## config.mk

```make
export PLATFORM = sky130hd
export DESIGN_NAME = alu_status_stage
export DESIGN_NICKNAME = d
export VERILOG_FILES = /design/src/rtl/alu_status_stage.sv
export SDC_FILE = /design/constraint.sdc
export NUM_CORES = 1
export LEC_CHECK = 0
export CAP_MARGIN = 20
export CORE_MARGIN = 2
export CORE_UTILIZATION = 45
export CTS_CLUSTER_DIAMETER = 200
export DETAILED_ROUTE_END_ITERATION = 7
export PLACE_DENSITY = 0.8
export SETUP_SLACK_MARGIN = 0.5
export SYNTH_ARGS = -nofsm -noshare
export SYNTH_HDL_FRONTEND = slang
export SYNTH_SLANG_ARGS = --single-unit
```

## constraint.sdc

```tcl
create_clock -name clk -period 1.5 [get_ports clk]
set_input_delay 0.3 -clock clk [delete_from_list [all_inputs] [get_ports clk]]
set_output_delay 0.3 -clock clk [all_outputs]
set_load 0.02 [all_outputs]
```

## src/rtl/alu_status_stage.sv

```systemverilog
// Registered ALU output stage: captures result/opcode, derives {N,Z,C,V}, 2-entry skid buffer.
// Optional sticky-overflow flag built when ALU_STATUS_STICKY_EN is defined.
//
//  state | meaning
//  EMPTY | out register invalid, skid empty
//  ONE   | out register valid, skid empty
//  FULL  | out register valid, skid holds the next word (in_ready low)

module alu_status_stage #(
    parameter int N = 4
) (
    input  logic         clk,
    input  logic         rst_n,
    input  logic         in_valid,
    output logic         in_ready,
    input  logic [N-1:0] in_a,
    input  logic [N-1:0] in_b,
    input  logic [3:0]   in_opcode,
    input  logic [N-1:0] in_result,
    output logic         out_valid,
    input  logic         out_ready,
    output logic [N-1:0] out_result,
    output logic [3:0]   out_opcode,
    output logic [3:0]   out_flags
`ifdef ALU_STATUS_STICKY_EN
    ,
    input  logic         clr_sticky,
    output logic         sticky_v
`endif
);

    localparam int W = N + 8;

    localparam logic [1:0] EMPTY = 2'd0;
    localparam logic [1:0] ONE   = 2'd1;
    localparam logic [1:0] FULL  = 2'd2;

    logic [1:0]   state_q, state_d;
    logic [W-1:0] out_q, out_d;
    logic [W-1:0] skid_q, skid_d;
    logic         in_ready_q, in_ready_d;

    logic         accept;
    logic         consume;
    logic [N:0]   sum;
    logic         flag_n, flag_z, flag_c, flag_v;
    logic [W-1:0] in_word;

    // Flags are derived from the incoming word and travel with it through the buffer.
    always_comb begin
        sum    = {1'b0, in_a} + {1'b0, in_b};
        flag_n = in_result[N-1];
        flag_z = (in_result == '0);
        flag_c = 1'b0;
        flag_v = 1'b0;
        case (in_opcode)
            4'd0: begin
                flag_c = sum[N];
                flag_v = (in_a[N-1] == in_b[N-1]) && (in_result[N-1] != in_a[N-1]);
            end
            4'd1: begin
                flag_c = (in_a < in_b);
                flag_v = (in_a[N-1] != in_b[N-1]) && (in_result[N-1] != in_a[N-1]);
            end
            4'd5: begin
                for (int i = 1; i <= N; i++) begin
                    if (in_b == N'(i)) flag_c = in_a[N-i];
                end
            end
            4'd6, 4'd7: begin
                for (int i = 1; i <= N; i++) begin
                    if (in_b == N'(i)) flag_c = in_a[i-1];
                end
                if (in_opcode == 4'd7 && in_b > N'(N)) flag_c = in_a[N-1];
            end
            default: ;
        endcase
        in_word = {in_result, in_opcode, flag_n, flag_z, flag_c, flag_v};
    end

    assign accept  = in_valid && in_ready_q;
    assign consume = (state_q != EMPTY) && out_ready;

    always_comb begin
        state_d = state_q;
        out_d   = out_q;
        skid_d  = skid_q;
        case (state_q)
            EMPTY: begin
                if (accept) begin
                    out_d   = in_word;
                    state_d = ONE;
                end
            end
            ONE: begin
                if (accept && consume) begin
                    out_d = in_word;
                end else if (accept) begin
                    skid_d  = in_word;
                    state_d = FULL;
                end else if (consume) begin
                    state_d = EMPTY;
                end
            end
            FULL: begin
                if (consume) begin
                    out_d   = skid_q;
                    state_d = ONE;
                end
            end
            default: state_d = EMPTY;
        endcase
        // Registered ready: no combinational path from out_ready.
        in_ready_d = (state_d != FULL);
    end

    always_ff @(posedge clk or negedge rst_n) begin
        if (!rst_n) begin
            state_q    <= EMPTY;
            out_q      <= '0;
            skid_q     <= '0;
            in_ready_q <= 1'b1;
        end else begin
            state_q    <= state_d;
            out_q      <= out_d;
            skid_q     <= skid_d;
            in_ready_q <= in_ready_d;
        end
    end

    assign in_ready   = in_ready_q;
    assign out_valid  = (state_q != EMPTY);
    assign out_result = out_q[W-1:8];
    assign out_opcode = out_q[7:4];
    assign out_flags  = out_q[3:0];

`ifdef ALU_STATUS_STICKY_EN
    logic sticky_q, sticky_d;

    always_comb begin
        sticky_d = sticky_q;
        if (clr_sticky) sticky_d = 1'b0;
        if (consume && out_q[0]) sticky_d = 1'b1;
    end

    always_ff @(posedge clk or negedge rst_n) begin
        if (!rst_n) sticky_q <= 1'b0;
        else        sticky_q <= sticky_d;
    end

    assign sticky_v = sticky_q;
`endif

endmodule

```

=== Yosys cells after proc, flatten, opt, wreduce, memory -nomap -nowiden ===
Cells that the tools add are included.

* Add/sub/neg operators: 1
* Magnitude comparators: 2
* Equal/unequal tests: 17
* Mux-type cells: 21
* Bitwise operators: 1
* Reduce and logical (&&, ||, !) cells: 14

{| class="wikitable"
|+ Operators by type and width
! kind !! count
|-
| 12-bit two-way mux || 3
|-
| 12-bit case mux with 3 select lines || 1
|-
| 4-bit by 3-bit equality test with 1-bit output, second input constant || 4
|-
| 2-bit two-way mux || 5
|-
| 1-bit two-way mux || 9
|-
| 4-bit by 1-bit equality test with 1-bit output, second input constant || 2
|-
| 4-bit by 2-bit equality test with 1-bit output, second input constant || 2
|-
| 4-bit zero test || 2
|-
| 2-bit != test, second input constant || 4
|-
| 1-bit logical AND || 6
|-
| 2-bit case mux with 3 select lines || 1
|-
| 4-bit by 4-bit adder with 5-bit output || 1
|-
| 4-bit by 3-bit greater-than comparator with 1-bit output, second input constant || 1
|-
| 4-bit < comparator || 1
|-
| 1-bit case mux with 4 select lines || 1
|-
| 4-bit AND reduction || 1
|-
| 3-bit AND reduction || 1
|-
| 3-bit nonzero test || 1
|-
| 2-bit by 1-bit equality test with 1-bit output, second input constant || 1
|-
| 2-bit equality test, second input constant || 1
|-
| 2-bit zero test || 1
|-
| 1-bit != test || 2
|-
| 1-bit case mux with 2 select lines || 1
|-
| 2-bit nonzero test || 1
|-
| 3 further kinds || 3
|}

* Bits in registers: 27
* Bits of input ports: 20
* Output and inout bits: 14
* Word-level logic and storage cells: 60

=== Longest topological paths before layout ===
* Word-level depth: 9
* Mapped depth: 7
* Mapped depth without buffers: 7

=== Worst setup path before layout ===
No wires, ideal clock.

* Kind: flip-flop to flip-flop
* From: reg in_ready_q, in the netlist in_ready
* To: reg skid_q[10]
* Library setup time: 128 ps
* Data arrival time: 1,402 ps
* Data required time: 1,372 ps
* Setup slack: -29 ps
* Cell stages (with the launch flop): 5
* Buffers on the path: 1
* Period minus slack after synthesis: 1,529 ps
* Path through: dfstp_2 nand2_1 nor3_2 buf_4 mux2_1

* Longest elaborated chain between the ends: 4

{| class="wikitable"
|+ Ends and longest elaborated chain
! what !! RTL line !! RTL
|-
| start, declared || 41 || <nowiki>logic in_ready_q, in_ready_d;</nowiki>
|-
| start signal, assigned || 127 || <nowiki>in_ready_q <= in_ready_d;</nowiki>
|-
| 1-bit logical AND (*) || 81 || <nowiki>assign accept = in_valid && in_ready_q;</nowiki>
|-
| 1-bit logical AND || 96 || <nowiki>if (accept && consume) begin</nowiki>
|-
| 1-bit NOT (no line) || - ||
|-
| 3-bit AND reduction (no line) (*) || - ||
|-
| end signal, assigned || 126 || <nowiki>skid_q <= skid_d;</nowiki>
|-
| end, declared || 40 || <nowiki>logic [W-1:0] skid_q, skid_d;</nowiki>
|}

Every way passes the cells marked *; elsewhere a longest branch is shown, timed or not.
A chain may end at the register's enable or synchronous reset.

=== Final worst setup path ===
* From: reg state_q[1]
* To: reg out_q[6]

* Longest elaborated chain between the ends: 5
* Elaborated cells between the ends (all ways): 12
* Those cells by class: eq/ne (5); mux (1); reduce/logical (6)

{| class="wikitable"
|+ Ends and longest elaborated chain
! what !! RTL line !! RTL
|-
| start, declared || 38 || <nowiki>logic [1:0] state_q, state_d;</nowiki>
|-
| start signal, assigned || 124 || <nowiki>state_q <= state_d;</nowiki>
|-
| 2-bit nonzero test || 82 || <nowiki>assign consume = (state_q != EMPTY) && out_ready;</nowiki>
|-
| 1-bit logical AND || 82 ||
|-
| 1-bit logical AND || 96 ||
|-
| 2-bit != test (no line) || - ||
|-
| 4-bit AND reduction (no line) || - ||
|-
| end signal, assigned || 125 || <nowiki>out_q <= out_d;</nowiki>
|-
| end, declared || 39 || <nowiki>logic [W-1:0] out_q, out_d;</nowiki>
|}

Several ways; a longest one is shown, not always the timed one.

==> results.md <==
* Top post-synthesis cells by count: 29 x nand2_1, 24 x dfrtp_1, 10 x a31oi_2, 10 x mux2_1, 10 x nor2_2
* Number of nets with antenna violations after routing at 0
* Clock power frac at 8.1%
* Die W at 61.96 microns
* Fin crit share at 100.2%
* Area leader, netlist: dfrtp_1
* CORE AREA at 0.003284 sq mm
* NetSw at 1.361 mW
* Delay-heaviest family, CP: flip-flops
* Max-slew violations at 0
* Crit-path max FO at 10
* Vias post-DR at 1434
* Row count at 21
* R2r worst-path depth at 6
* Instance count on the critical path at 6
* Area growth, synth to finish at 59.52%
* Drt wl/cell at 15.30 microns
* Initial Util at 46.02%
* Drt pass-1 iters at 5
* Syn_area_per_cell at 10.01 sq um
* Arrival @ worst endpoint at 1.74 ns
* H-tree Lvls at 1
* Worst-Margin Slew at 0.3974 ns
* Sw Share at 36.75%
* GRT Total Usage at 22.42%
* GRT Residual Overflow at 0
* Startpoint types: flip-flop
* Max Cap Viol at 0
* Die area at 0.003838 sq mm
* PortBufs at 33
* Worst slew margin at 73.26%
* Clock latency on the worst-skew pair at 0.31 ns
* Setup violations, final at 1
* Final worst path period need at 1.503 ns
* Synth area leaders: dfrtp_1 40%, a31oi_2 8.3%, mux2_1 7.5%, nand2_1 7.2%, ha_1 5.0%
* Setup Skew at 0.003579 ns
* Dpl ws at -0.4552 ns
* Delay of the slowest critical-path stage at 0.46 ns
* Top-count cell post-synth: nand2_1
* Post-Syn Area at 0.001511 sq mm
* Pleak at 1.082 nW
* # IOs at 34
* Status: finished, violations left
* Slowest CP cell: dfrtp_2
* Sequential fraction of the synthesis area at 41.47%
* Critical Setup Path Class: reg -> reg
* Largest net degree at the start of global routing at 26
* Setup crit end kind: flip-flop
* Final worst setup slack at -0.003157 ns
* Synth top area share at 39.74%
* PwrDens at 1536 mW/mm^2
* TritonCTS Buffers at 3
* Initial antenna violation count at 0
* Max VDD drop at 0.5307 mV
* Via/cell ratio at 5.292
* Clk buf depth at 2
* Nets at 252
* Antenna diodes at 0
* Vias in the first global route at 1485
* Die H at 61.96 microns
* Async SR Flop Fraction at 100.0%
* Most frequent CP cell: buf_12
* Worst EP required at 1.74 ns
* Placed Cells at 247
* Post-synth EDFFs at 0
* Failing checks: setup timing
* Clk slew on worst S/H paths at 0.14 ns
* Share of layout cells above drive strength 1 at 48.00%
* Dpl hpwl at 2688 microns
* CTS Hold Bufs at 0
* Main synth FF type: dfrtp_1
* CTS tree: done
* Post-synth cell types at 41
* Post-Syn Instances at 151
* YS warnings at 0
* DRC Markers at 0
* Root Buffer: clkbuf_4
* Clk sinks at 25
* Post-route insts no fill at 271
* WP buf/inv at 2
* RSZ-0062 raised after global routing: yes
* Final TNS setup at -0.003157 ns
* Initial drt markers at 57
* Fin. Hold Viols at 0
* Comb pwr share at 59.5%
* Syn_nets at 177
* Share of power burned in registers at 32.3%
* First-pass GRT wire length at 6375 microns
* Worst hold path type: in -> async
* GP Congestion at 0.8397
* Post-Route WL at 4145 microns
* Synthesis-stage register bit count at 25
* F_max at 665.3 MHz
* Internal at 2.342 mW
* Crit path cell chain: buf_12 > and3b_2 > a22o_4 > buf_12 > nor2_2 > a31oi_2
* Fin Hold WS at 0.3370 ns
-- metal layers --
metal | global-route usage (%) | wire length (microns)
met5 | 0 | 0
met3 | 3.106 | 113
met4 | 9.422 | 46
met1 | 24.81 | 1748
met2 | 42.26 | 2237
-- through the flow --
| step | utilization, % | power (mW) | instance area [sq um] |
|---|---|---|---|
| floorplan | - | 2.151 | 1589 |
| global placement | 64.88 | 2.752 | 2131 |
| detailed placement | 64.88 | 2.820 | 2131 |
| CTS | 70.82 | 3.481 | 2326 |
| global route | 73.41 | 3.918 | 2411 |
| finish | 73.41 | 3.703 | 2411 |
-- path summary, 6_finish.rpt --
kind | from | endpoint | slack [ns]
setup / recovery | state_q[1] | out_q[6] | -0.003
hold / removal | rst_n | out_q[9] | 0.34
setup reg to reg | state_q[1] | out_q[6] | -0.003
hold reg to reg | skid_q[3] | skid_q[3] | 0.53
max in group asynchronous | rst_n | in_ready | 0.87
min in group clk | in_opcode[3] | skid_q[7] | 0.53
-- cells by family after synthesis --
| family | count (synthesis) | share of synthesized area (%) |
|---|---|---|
| muxes | 12 | 8.940 |
| buffers and inverters | 12 | 4.635 |
| adders and majority gates | 6 | 4.967 |
| AOI/OAI and AO/OA | 29 | 15.90 |
| xor gates and xnor gates | 2 | 1.159 |
| DFF | 25 | 41.47 |
| and+or+nand+nor | 65 | 22.93 |
-- state kept, by name (all words and copies together) (netlist names) --
name	count
out_q	11
skid_q	11
state_q	2
in_ready	1
-- power by group through the flow --
stage / sequential, mW / combinational [mW] / clock [mW]
final: 1.20 / 2.20 / 0.302
after global routing: 1.23 / 2.35 / 0.341
after CTS: 1.19 / 1.98 / 0.310
after detailed placement: 1.20 / 1.62 / 0
after global placement: 1.17 / 1.58 / 0
after floorplan: 1.36 / 0.795 / 0
-- repair_timing --
| item | in CTS | in global routing |
|---|---|---|
| setup endpoints to repair | 39 | 39 |
| endpoints found under the hold margin | 0 | 0 |
| resized for setup | 103 | 15 |
| buffers inserted | 13 | 6 |
| gates cloned | 1 | 0 |
| pin swaps | 5 | 3 |
-- worst reg2reg max path: cells and delay by family (launching register included) --
| family | cells | cell delay (ns) |
|---|---|---|
| and+or+nand+nor | 2 | 0.32 |
| AOI/OAI and AO/OA | 2 | 0.36 |
| DFF | 1 | 0.46 |
| buffers and inverters | 2 | 0.31 |
-- cell type report --
class / count / area (sq um)
Tap cell: 46 / 57.56
Clock buffer: 4 / 26.28
Sequential cell: 25 / 628.1
Inverter: 4 / 17.52
Fill cell: 226 / 873.3
Multi-Input combinational cell: 114 / 949.7
Timing Repair Buffer: 78 / 732.0
-- layout by cell type, fill, tap and decap left out, types with 3 or more instances in the layout --
cell,instances
buf_6,18
inv_1,3
dlygate4sd2_1,11
nor2_2,7
clkdlybuf4s50_1,7
dfrtp_1,23
o21ai_0,4
clkbuf_4,3
nand2_1,27
a21oi_1,4
buf_4,38
ha_1,4
nor2_4,4
mux2_4,10
nor2_1,3
a31oi_1,3
a31oi_2,9
Power figures use the tool's default switching activity.
